<file path="config.mk">
export PLATFORM = sky130hd
export DESIGN_NAME = pipe_hazard_ctrl
export DESIGN_NICKNAME = d
export VERILOG_FILES = /design/src/rtl/pipe_ctrl_pkg.sv /design/src/rtl/pipe_hazard_ctrl_haz_cmp.sv /design/src/rtl/pipe_hazard_ctrl.sv
export SDC_FILE = /design/constraint.sdc
export NUM_CORES = 1
export LEC_CHECK = 0
export ABC_AREA = 1
export CORE_MARGIN = 3
export CORE_UTILIZATION = 29
export CTS_CLUSTER_DIAMETER = 100
export DETAILED_ROUTE_END_ITERATION = 6
export PLACE_DENSITY = 0.89
export SETUP_SLACK_MARGIN = 0.3
export SYNTH_ARGS = -nofsm -noshare
export SYNTH_HDL_FRONTEND = slang
export SYNTH_SLANG_ARGS = --single-unit
</file>
<file path="constraint.sdc">
create_clock -name clk -period 1.2 [get_ports clk]
set_clock_uncertainty 0.2 [all_clocks]
set_input_delay 0.24 -clock clk [delete_from_list [all_inputs] [get_ports clk]]
set_output_delay 0.24 -clock clk [all_outputs]
set_load 0.03 [all_outputs]
</file>
<file path="src/rtl/pipe_ctrl_pkg.sv">
// Shared opcode constants, FSM state type and decode helper for the pipeline hazard controller.
package pipe_ctrl_pkg;

    localparam logic [5:0] OP_RTYPE = 6'b000000;
    localparam logic [5:0] OP_LW    = 6'b100011;
    localparam logic [5:0] OP_SW    = 6'b101011;
    localparam logic [5:0] OP_BEQ   = 6'b000100;

    typedef enum logic {
        RUN      = 1'b0,
        LU_STALL = 1'b1
    } haz_state_e;

    // Instructions whose rt field is a source operand (not a destination).
    function automatic logic op_reads_rt(input logic [5:0] opcode);
        return (opcode == OP_RTYPE) || (opcode == OP_SW) || (opcode == OP_BEQ);
    endfunction

endpackage

</file>
<file path="src/rtl/pipe_hazard_ctrl_haz_cmp.sv">
// Load-use hazard comparator: flags an ID instruction that reads the register an EX load is writing.
module haz_cmp
    import pipe_ctrl_pkg::*;
(
    input  logic [5:0] id_opcode,
    input  logic [4:0] id_rs,
    input  logic [4:0] id_rt,
    input  logic       ex_memread,
    input  logic [4:0] ex_rt,
    output logic       lu
);

    logic uses_rt;

    // $zero is never a real dependency, so ex_rt==0 cannot raise a hazard.
    always_comb begin
        uses_rt = op_reads_rt(id_opcode);
        lu      = ex_memread && (ex_rt != '0) &&
                  ((ex_rt == id_rs) || (uses_rt && (ex_rt == id_rt)));
    end

endmodule

</file>
<file path="src/rtl/pipe_hazard_ctrl.sv">
// Pipeline hazard controller: load-use stall FSM, branch flush, external freeze.
// Optional statistics counters are built when PIPE_HAZ_STATS_EN is defined.
module pipe_hazard_ctrl
    import pipe_ctrl_pkg::*;
#(
    parameter int STALL_CYCLES = 1,
    parameter int STATS_W      = 16
) (
    input  logic               clk,
    input  logic               rst_n,
    input  logic [5:0]         id_opcode,
    input  logic [4:0]         id_rs,
    input  logic [4:0]         id_rt,
    input  logic               ex_memread,
    input  logic [4:0]         ex_rt,
    input  logic               mem_branch,
    input  logic               mem_zero,
    input  logic               ext_stall,
    output logic               pc_we,
    output logic               pc_src,
    output logic               ifid_we,
    output logic               ifid_flush,
    output logic               idex_bubble,
    output logic               exmem_flush,
    output logic               hold,
    output logic [STATS_W-1:0] stall_count,
    output logic [STATS_W-1:0] flush_count
);

    localparam int CNT_W = (STALL_CYCLES > 1) ? $clog2(STALL_CYCLES) : 1;

    haz_state_e       state_q, state_d;
    logic [CNT_W-1:0] cnt_q, cnt_d;
    logic             lu;
    logic             taken;

    haz_cmp u_haz_cmp (
        .id_opcode  (id_opcode),
        .id_rs      (id_rs),
        .id_rt      (id_rt),
        .ex_memread (ex_memread),
        .ex_rt      (ex_rt),
        .lu         (lu)
    );

    assign taken = mem_branch & mem_zero;

    // State and remaining-stall counter register.
    always_ff @(posedge clk or negedge rst_n) begin
        if (!rst_n) begin
            state_q <= RUN;
            cnt_q   <= '0;
        end else begin
            state_q <= state_d;
            cnt_q   <= cnt_d;
        end
    end

    // Next state and output decode; reset gates every output to 0 combinationally.
    always_comb begin
        state_d     = state_q;
        cnt_d       = cnt_q;
        pc_we       = 1'b0;
        pc_src      = 1'b0;
        ifid_we     = 1'b0;
        ifid_flush  = 1'b0;
        idex_bubble = 1'b0;
        exmem_flush = 1'b0;
        hold        = 1'b0;
        if (!rst_n) begin
            state_d = RUN;
            cnt_d   = '0;
        end else if (ext_stall) begin
            hold = 1'b1;
        end else if (taken) begin
            pc_we       = 1'b1;
            pc_src      = 1'b1;
            ifid_flush  = 1'b1;
            idex_bubble = 1'b1;
            exmem_flush = 1'b1;
            state_d     = RUN;
            cnt_d       = '0;
        end else if (state_q == LU_STALL) begin
            idex_bubble = 1'b1;
            if (cnt_q == CNT_W'(1)) begin
                state_d = RUN;
                cnt_d   = '0;
            end else begin
                cnt_d = cnt_q - CNT_W'(1);
            end
        end else if (lu) begin
            idex_bubble = 1'b1;
            if (STALL_CYCLES > 1) begin
                state_d = LU_STALL;
                cnt_d   = CNT_W'(STALL_CYCLES - 1);
            end
        end else begin
            pc_we   = 1'b1;
            ifid_we = 1'b1;
        end
    end

`ifdef PIPE_HAZ_STATS_EN
    logic [STATS_W-1:0] stall_cnt_q, flush_cnt_q;

    // Saturating stall/flush statistics; held cycles never count.
    always_ff @(posedge clk or negedge rst_n) begin
        if (!rst_n) begin
            stall_cnt_q <= '0;
            flush_cnt_q <= '0;
        end else if (!hold) begin
            if (idex_bubble && !pc_src && (stall_cnt_q != '1))
                stall_cnt_q <= stall_cnt_q + 1'b1;
            if (pc_src && (flush_cnt_q != '1))
                flush_cnt_q <= flush_cnt_q + 1'b1;
        end
    end

    assign stall_count = stall_cnt_q;
    assign flush_count = flush_cnt_q;
`else
    assign stall_count = '0;
    assign flush_count = '0;
`endif

endmodule

</file>
Word level (Yosys, flattened, before mapping)
Index checks and enable logic that the tools add are counted.
W data, S select, Z words.
{ "word_totals": {"inputBits": 27, "latchBits": 0, "register_bits": 2, "rom_bits": 0, "n_memories": 0, "mem_bits_rw": 0} }
{ "classes": {"mux": 28, "n_lt_le_gt_ge": 0, "add_sub_neg": 1, "mul": 0, "n_div": 0, "eq_ne": 6, "n_reduce_logical": 9, "bitwise": 1, "shifts": 0} }
{ "ops": {"columns": ["operator", "n"], "rows": [
  ["$mux W1", 28],
  ["$eq A5 B5 Y1", 2],
  ["$eq A6 B3 Y1 const B", 1],
  ["$eq A6 B6 Y1 const B", 1],
  ["$logic_not A6 Y1", 1],
  ["$reduce_bool A5 Y1", 1],
  ["$logic_and A1 B1 Y1", 3],
  ["$logic_or A1 B1 Y1", 3],
  ["$ne A3 B1 Y1 const B", 1],
  ["$ne A2 B2 Y1 const B", 1],
  ["$reduce_and A2 Y1", 1],
  ["$and A1 B1 Y1", 1],
  ["$sub A1 B1 Y1 const B", 1]
]} }

Logic depth before layout (Yosys ltp)
Gate-level depths: netlist of the first run.
{ "depth": {"depth_word": 11, "mapped_depth": 10, "ltp_nobuf": 10} }

Hierarchy
Synthesis of the first run repeated with hierarchy kept, for this count alone.
{ "unflattened": {"cells_unflattened": 121, "area_unflattened_um2": 654.4} }
{ "by_module_without_submodules": {"columns": ["mod", "cells_per_inst", "area_each_um2", "seq_area_each_um2", "n_inst"], "rows": [
  ["pipe_hazard_ctrl", 57, 399.1, 50.0, 1],
  ["haz_cmp", 64, 255.2, 0.0, 1]
]} }

Least setup slack after synthesis of the first run
Ideal clock, no wire load.
{ "synth_timing": {"kind": "input to output", "startpoint": "in rst_n", "endpoint": "out idex_bubble", "required_ps": 760, "path_stages": 6, "arrival_time_ps": 1326, "path_slack_ps": -566, "n_path_buf": 0, "path_cell_list": "inv_1 nor2_1 inv_1 nor2_1 inv_1 nand2_1"} }
{ "synth_between": {"elab_chain_cells": 1} }
{ "synth_rtl": {"columns": ["element", "line_no", "source"], "rows": [
  ["start: declaration", "pipe_hazard_ctrl.sv:10", "input logic rst_n,"],
  ["$mux W1", "pipe_hazard_ctrl.sv:70", "if (!rst_n) begin"],
  ["end: declaration", "pipe_hazard_ctrl.sv:23", "output logic idex_bubble,"]
]} }
No other way between the ends.

Worst setup path after layout of the first run
{ "layout_timing": {"startpoint": "in ex_rt[0]", "endpoint": "out idex_bubble"} }
{ "layout_between": {"elab_chain_cells": 9} }
{ "layout_rtl": {"columns": ["element", "line_no", "source"], "rows": [
  ["start: declaration", "pipe_hazard_ctrl.sv:15", "input logic [4:0] ex_rt,"],
  ["$eq A5 B5 Y1", "pipe_hazard_ctrl_haz_cmp.sv:19", "((ex_rt == id_rs) || (uses_rt && (ex_rt == id_rt)));"],
  ["$logic_and A1 B1 Y1", "pipe_hazard_ctrl_haz_cmp.sv:19", null],
  ["$logic_or A1 B1 Y1", "pipe_hazard_ctrl_haz_cmp.sv:19", null],
  ["$logic_and A1 B1 Y1 (*)", "pipe_hazard_ctrl_haz_cmp.sv:18", "lu = ex_memread && (ex_rt != '0) &&"],
  ["$mux W1 (*)", "pipe_hazard_ctrl.sv:91", "end else if (lu) begin"],
  ["$mux W1 (*)", "pipe_hazard_ctrl.sv:83", "end else if (state_q == LU_STALL) begin"],
  ["$mux W1 (*)", "pipe_hazard_ctrl.sv:75", "end else if (taken) begin"],
  ["$mux W1 (*)", "pipe_hazard_ctrl.sv:73", "end else if (ext_stall) begin"],
  ["$mux W1 (*)", "pipe_hazard_ctrl.sv:70", null]
]} }
Mark *: on every way between the ends. The rest lies on a longest branch, timed or not.

==> results of run 1 <==
## per-stage QoR
stage / utilization (%) / area [sq um] / std cells / hold WS [ns] / total power [mW]
detailed placement: 47.6 / 963 / 179 / 0.336 / 0.461
global route: 54.1 / 1090 / 187 / -0.0920 / 0.695
CTS: 52.5 / 1060 / 187 / -0.102 / 0.637
floorplan: - / 827 / 146 / -0.256 / 0.402
global placement: 47.6 / 963 / 179 / 0.327 / 0.457
finish: 54.1 / 1090 / 187 / -0.0975 / 0.655
## repair_timing
| item | CTS | global route |
|---|---|---|
| endpoints found under the hold margin | 2 | 2 |
| buffers inserted | 5 | 0 |
| gates resized for setup | 126 | 9 |
| pin swaps | 37 | 16 |
| endpoints found under the setup margin | 9 | 9 |
## layer usage
metal / GRT usage, % / up-vias
li1: - / 361
met5: 0 / -
met3: 2.54 / 0
met1: 10.9 / 293
met2: 23.6 / 35
met4: 2.55 / 0
## power by group through the flow
| stage | sequential [mW] | clock [mW] | combinational, mW |
|---|---|---|---|
| finish | 0.0770 | 0.150 | 0.427 |
| global route | 0.0774 | 0.159 | 0.459 |
| CTS | 0.0767 | 0.150 | 0.411 |
| detailed placement | 0.0766 | 0 | 0.384 |
| global placement | 0.0764 | 0 | 0.381 |
| floorplan | 0.0762 | 0 | 0.326 |
## worst max path at each step
stage | start | to | cells after the start
global placement | ex_rt[2] | idex_bubble | 12
detailed placement | ex_rt[2] | idex_bubble | 12
CTS | id_rs[1] | idex_bubble | 10
finish | ex_rt[0] | idex_bubble | 10
global route | ex_rt[0] | idex_bubble | 10
floorplan | id_rs[3] | ifid_we | 7
## worst reg2reg max path, stage by stage, from the launching register on
cell     delay [ns]
dfrtp_1        0.33
inv_2          0.05
buf_6          0.12
a31oi_4        0.13
nor2_1         0.05
a21oi_1        0.11
## logic make-up after synthesis
logic type             Yosys count  synth area share [%]
AO/OA/AOI/OAI                    5                  4.12
other                            1                 0.588
buffers and inverters           55                  52.4
XOR/XNOR                         4                  5.49
AND/OR/NAND/NOR                 48                  29.6
flip-flops                       2                  7.84
## layout by cell type (no fill, tap or decap), types with 3 or more instances in the layout
cell	instances
buf_6	20
clkbuf_4	3
conb_1	32
clkdlybuf4s15_1	3
buf_4	8
nand2_2	3
buf_2	11
nor2_4	3
nor2_1	9
nand2_1	21
inv_1	12
nand2_4	3
inv_2	5
nor2_2	3
xor2_1	3
## flip-flops by register name, summed over array words and instances (netlist names)
register,count
state_q,1
cnt_q,1
## layout make-up
class / instances / area (sq um)
Fill cell: 226 / 927
Tap cell: 27 / 33.8
Inverter: 21 / 101
Clock buffer: 3 / 22.5
Multi-Input combinational cell: 89 / 478
Timing Repair Buffer: 45 / 409
Sequential cell: 2 / 50.0
==> flow_summary.yaml, run 1 <==
placement:
  pre_cts_ws_ns: -0.902
  gp_congestion: 0.662
  place_hpwl_um: 1290
  io_buffer_count: 33
drt:
  routed-wl-met2_um: 1020
  routed_via_density: 3.68
  routed.top_layer: "met3"
  vias: 689
  first_pass_iters: 4
  drcViolationCount: 0
  final_antenna_net_count: 0
  drt-initial-drc-count: 4
  wl_met3_um: 168
  wl_per_cell_um: 9.08
  drt-total-wl_um: 1700
  wl_met1_um: 515
clock_network:
  cts.sink_count: 2
  clkLatencyLatePin_ns: 0.22
  clockBufferDepth: 2
  cts_tree: "yes"
  clk_pin_slew_ns: 0.03
  cts_made_buffers: 3
  cts-root-buf: "clkbuf_4"
  htreeDepth: 1
timing:
  fmaxAchievable_ghz: 0.619
  finalCriticalPeriod_ns: 1.61
  final.setup.tns_ns: -2.08
  post-route-period-util_pct: 135
  maxSlewViolCount: 0
  hold_viol_final: 2
  setup_viol: 7
  fin_hold_ws_ns: -0.0975
  rsz0062_at_grt: "yes"
  fin_ws_ns: -0.414
min_path:
  hold_class: "input pin to asynchronous set/reset pin"
global_routing:
  track_usage_pct: 11.3
  grt_antenna_before_repair: 0
  grt_pass1_wl_um: 2370
  grt_max_degree: 5
  grt_pass1_vias: 608
  grt_overflow: 0
synth:
  syn_area_per_cell_sq_um: 5.55
  syn_inst: 115
  yosysUniqueCellTypes: 16
  synth_top_area_share_pct: 40.0
  yosysMostFrequentCell: "buf_4"
  netlist_area_sq_um: 638
  ys.flop_type: "dfrtp_1"
  yosys_warnings: 0
  synth_top_cells_by_count: "34 x buf_4, 27 x nand2_1, 18 x inv_1"
  yosys.area.top_type: "buf_4"
  ys_seq_elements: 2
  yosys-top-cells-area: "buf_4 40%, nand2_1 16%, inv_1 11%"
  async_flop_share_pct: 100
  yosysSeqAreaShare_pct: 7.84
  synth_edf_count: 0
worst_setup_path:
  arrival_ns: 1.17
  crit_type: "input pin to output pin"
  startpoint_type: "input pin"
  r2r-end: "cnt_q"
  cp_slowest_cell: "nor2_1"
  end_kind: "output pin"
  crit_buf_inv: 2
  rr_startpoint: "state_q"
  path_max_fanout: 3
  slowest_delay_ns: 0.14
  rrSetupSlack_ns: 0.11
  rr_worst_depth: 5
  critical_path.top_delay_family: "simple AND/OR/NAND/NOR gates"
  path_cells: "buf_8 > xor2_1 > nor2_1 > nand3_1 > o21ai_1 > nand2_1 > nand2_1 > nand2_2 > nand2_4 > buf_6"
  critPathMostFrequentCell: "nand2_1"
  cp_data_required_time_ns: 0.76
pwr:
  leakage_nw: 0.636
  pwr-share-comb_pct: 65.3
  p_per_area_nw_per_um2: 598
  swShare_pct: 47.9
  switchingPower_mw: 0.314
  clockPowerShare_pct: 23.0
  peakVddDrop_v: 0.000302
  pwr-share-seq_pct: 11.8
  p_int_mw: 0.341
layout:
  layout-drive-gt1-share_pct: 44.4
  final_nets: 189
  area_delta_synth_final_pct: 71.6
  num_antenna_cells: 0
floorplanning:
  core_sq_um: 2020
  die_w_um: 52.9
  dieHeight_um: 52.9
  dieArea_sq_um: 2800
  floorplan.initialDensity_pct: 31.6
  pin_count: 66
  num_rows: 16
status:
  status: "finished, violations left"
  violations: "hold timing, setup timing"
flow_run:
  drv_cap: 0
Power figures use the tool's default switching activity.
==> run 2, diff against run 1 <==
Settings changed: GPL_ROUTABILITY_DRIVEN set to 0, PLACE_DENSITY 0.89 to 0.81.
==> flow_summary.yaml, run 2 (synthesis results as in run 1) <==
global_routing:
  grt_antenna_before_repair: 0
  grt_max_degree: 5
  grt_overflow: 0
  grt_pass1_vias: 593
  track_usage_pct: 11.6
  grt_pass1_wl_um: 2360
pwr:
  leakage_nw: 0.652
  finalPower_mw: 0.666
  p_per_area_nw_per_um2: 590
  peakVddDrop_v: 0.000256
worst_setup_path:
  critPathMostFrequentCell: "nand2_2"
  rr_startpoint: "state_q"
  rrSetupSlack_ns: 0.10
  cp_slowest_cell: "xor2_1"
  cp_data_required_time_ns: 0.76
  path_cells: "buf_6 > xor2_1 > nor2_1 > nand3_1 > o21ai_1 > nand2_2 > nand2_2 > nand2_2 > nand2_4 > buf_6"
  rr_worst_depth: 5
  crit_type: "input pin to output pin"
  end_kind: "output pin"
  arrival_ns: 1.19
  slowest_delay_ns: 0.14
  critical_path.top_delay_family: "simple AND/OR/NAND/NOR gates"
  cp-startpoint: "id_rs[1]"
  r2r-end: "cnt_q"
  path_max_fanout: 2
  crit_buf_inv: 2
  startpoint_type: "input pin"
placement:
  place_area_sq_um: 971
  place_inst: 180
  pre_cts_ws_ns: -0.937
  place_hpwl_um: 1340
  io_buffer_count: 33
layout:
  layout_commonest_cell: "conb_1"
  top_regs: "cnt_q (1), state_q (1)"
  final_cells: 188
  utilization_pct: 55.8
  final_nets: 190
  area_delta_synth_final_pct: 76.9
  num_antenna_cells: 0
  final_cell_mix: "32 x conb_1, 24 x buf_6, 18 x nand2_1"
  finalInstanceArea_sq_um: 1130
  layout-drive-gt1-share_pct: 47.8
floorplanning:
  core_sq_um: 2020
  dieArea_sq_um: 2800
  dieHeight_um: 52.9
  floorplan.initialDensity_pct: 31.6
  die_w_um: 52.9
  pin_count: 66
  num_rows: 16
status:
  status: "finished, violations left"
  violations: "hold timing, setup timing"
clock_network:
  clk_pin_slew_ns: 0.03
  clockBufferDepth: 2
  cts_tree: "yes"
  htreeDepth: 1
  cts.sink_count: 2
  clkLatencyLatePin_ns: 0.23
  cts-root-buf: "clkbuf_4"
  cts_made_buffers: 3
drt:
  first_pass_iters: 1
  routed_via_density: 3.77
  final_antenna_net_count: 0
  drt-initial-drc-count: 0
  vias: 709
  wl_per_cell_um: 8.81
  drcViolationCount: 0
  drt-total-wl_um: 1660
timing:
  finalCriticalPeriod_ns: 1.63
  fin_hold_ws_ns: -0.105
  hold_viol_final: 2
  fin_ws_ns: -0.430
  final.setup.tns_ns: -1.90
  rsz0062_at_grt: "yes"
  fmaxAchievable_ghz: 0.614
  setup_viol: 7
  maxSlewViolCount: 0
  post-route-period-util_pct: 136
min_path:
  hold_class: "input pin to asynchronous set/reset pin"
flow_run:
  drv_cap: 0
-- run 2: changes by cell type in the layout (fill, tap and decap cells not counted), sizes merged --
cell,previous run,this run
clkdlybuf4s15,3,2
buf,41,42
dlygate4sd2,1,2
-- run 2: cell type report --
class / count / area [sq um]
multi-input cells: 89 / 478
repair buffers: 46 / 445
well taps: 27 / 33.8
fillers: 212 / 893
flip-flops and latches: 2 / 50.0
inverters: 21 / 98.8
clock buffers: 3 / 22.5
-- run 2: worst min-delay path, stage by stage --
cell   delay [ns]
buf_6        0.07
buf_6        0.12
buf_6        0.11
buf_6        0.11
-- run 2: routing by layer --
metal / track usage (%) / vias up / routed length [um]
met5: 0 / - / 0
li1: - / 364 / -
met2: 21.9 / 42 / 913
met3: 3.10 / 5 / 184
met1: 11.1 / 298 / 520
met4: 6.38 / 0 / 38
-- run 2: repair_timing --
| action | 4_1_cts | 5_1_grt |
|---|---|---|
| pin swaps | 34 | 5 |
| endpoints found under the setup margin | 9 | 9 |
| setup buffers | 5 | 0 |
| resized for setup | 127 | 13 |
| hold endpoints to repair | 2 | 2 |
-- run 2: worst max-delay path by stage --
stage | to | cells after the start
global route | idex_bubble | 12
global placement | idex_bubble | 12
finish | idex_bubble | 10
detailed placement | idex_bubble | 12
CTS | idex_bubble | 10
floorplan | ifid_we | 7
-- run 2: power breakdown --
part	switching [mW]	internal (mW)	total [mW]
logic	0.269	0.164	0.434
registers	0.00539	0.0734	0.0788
clock network	0.0427	0.111	0.153
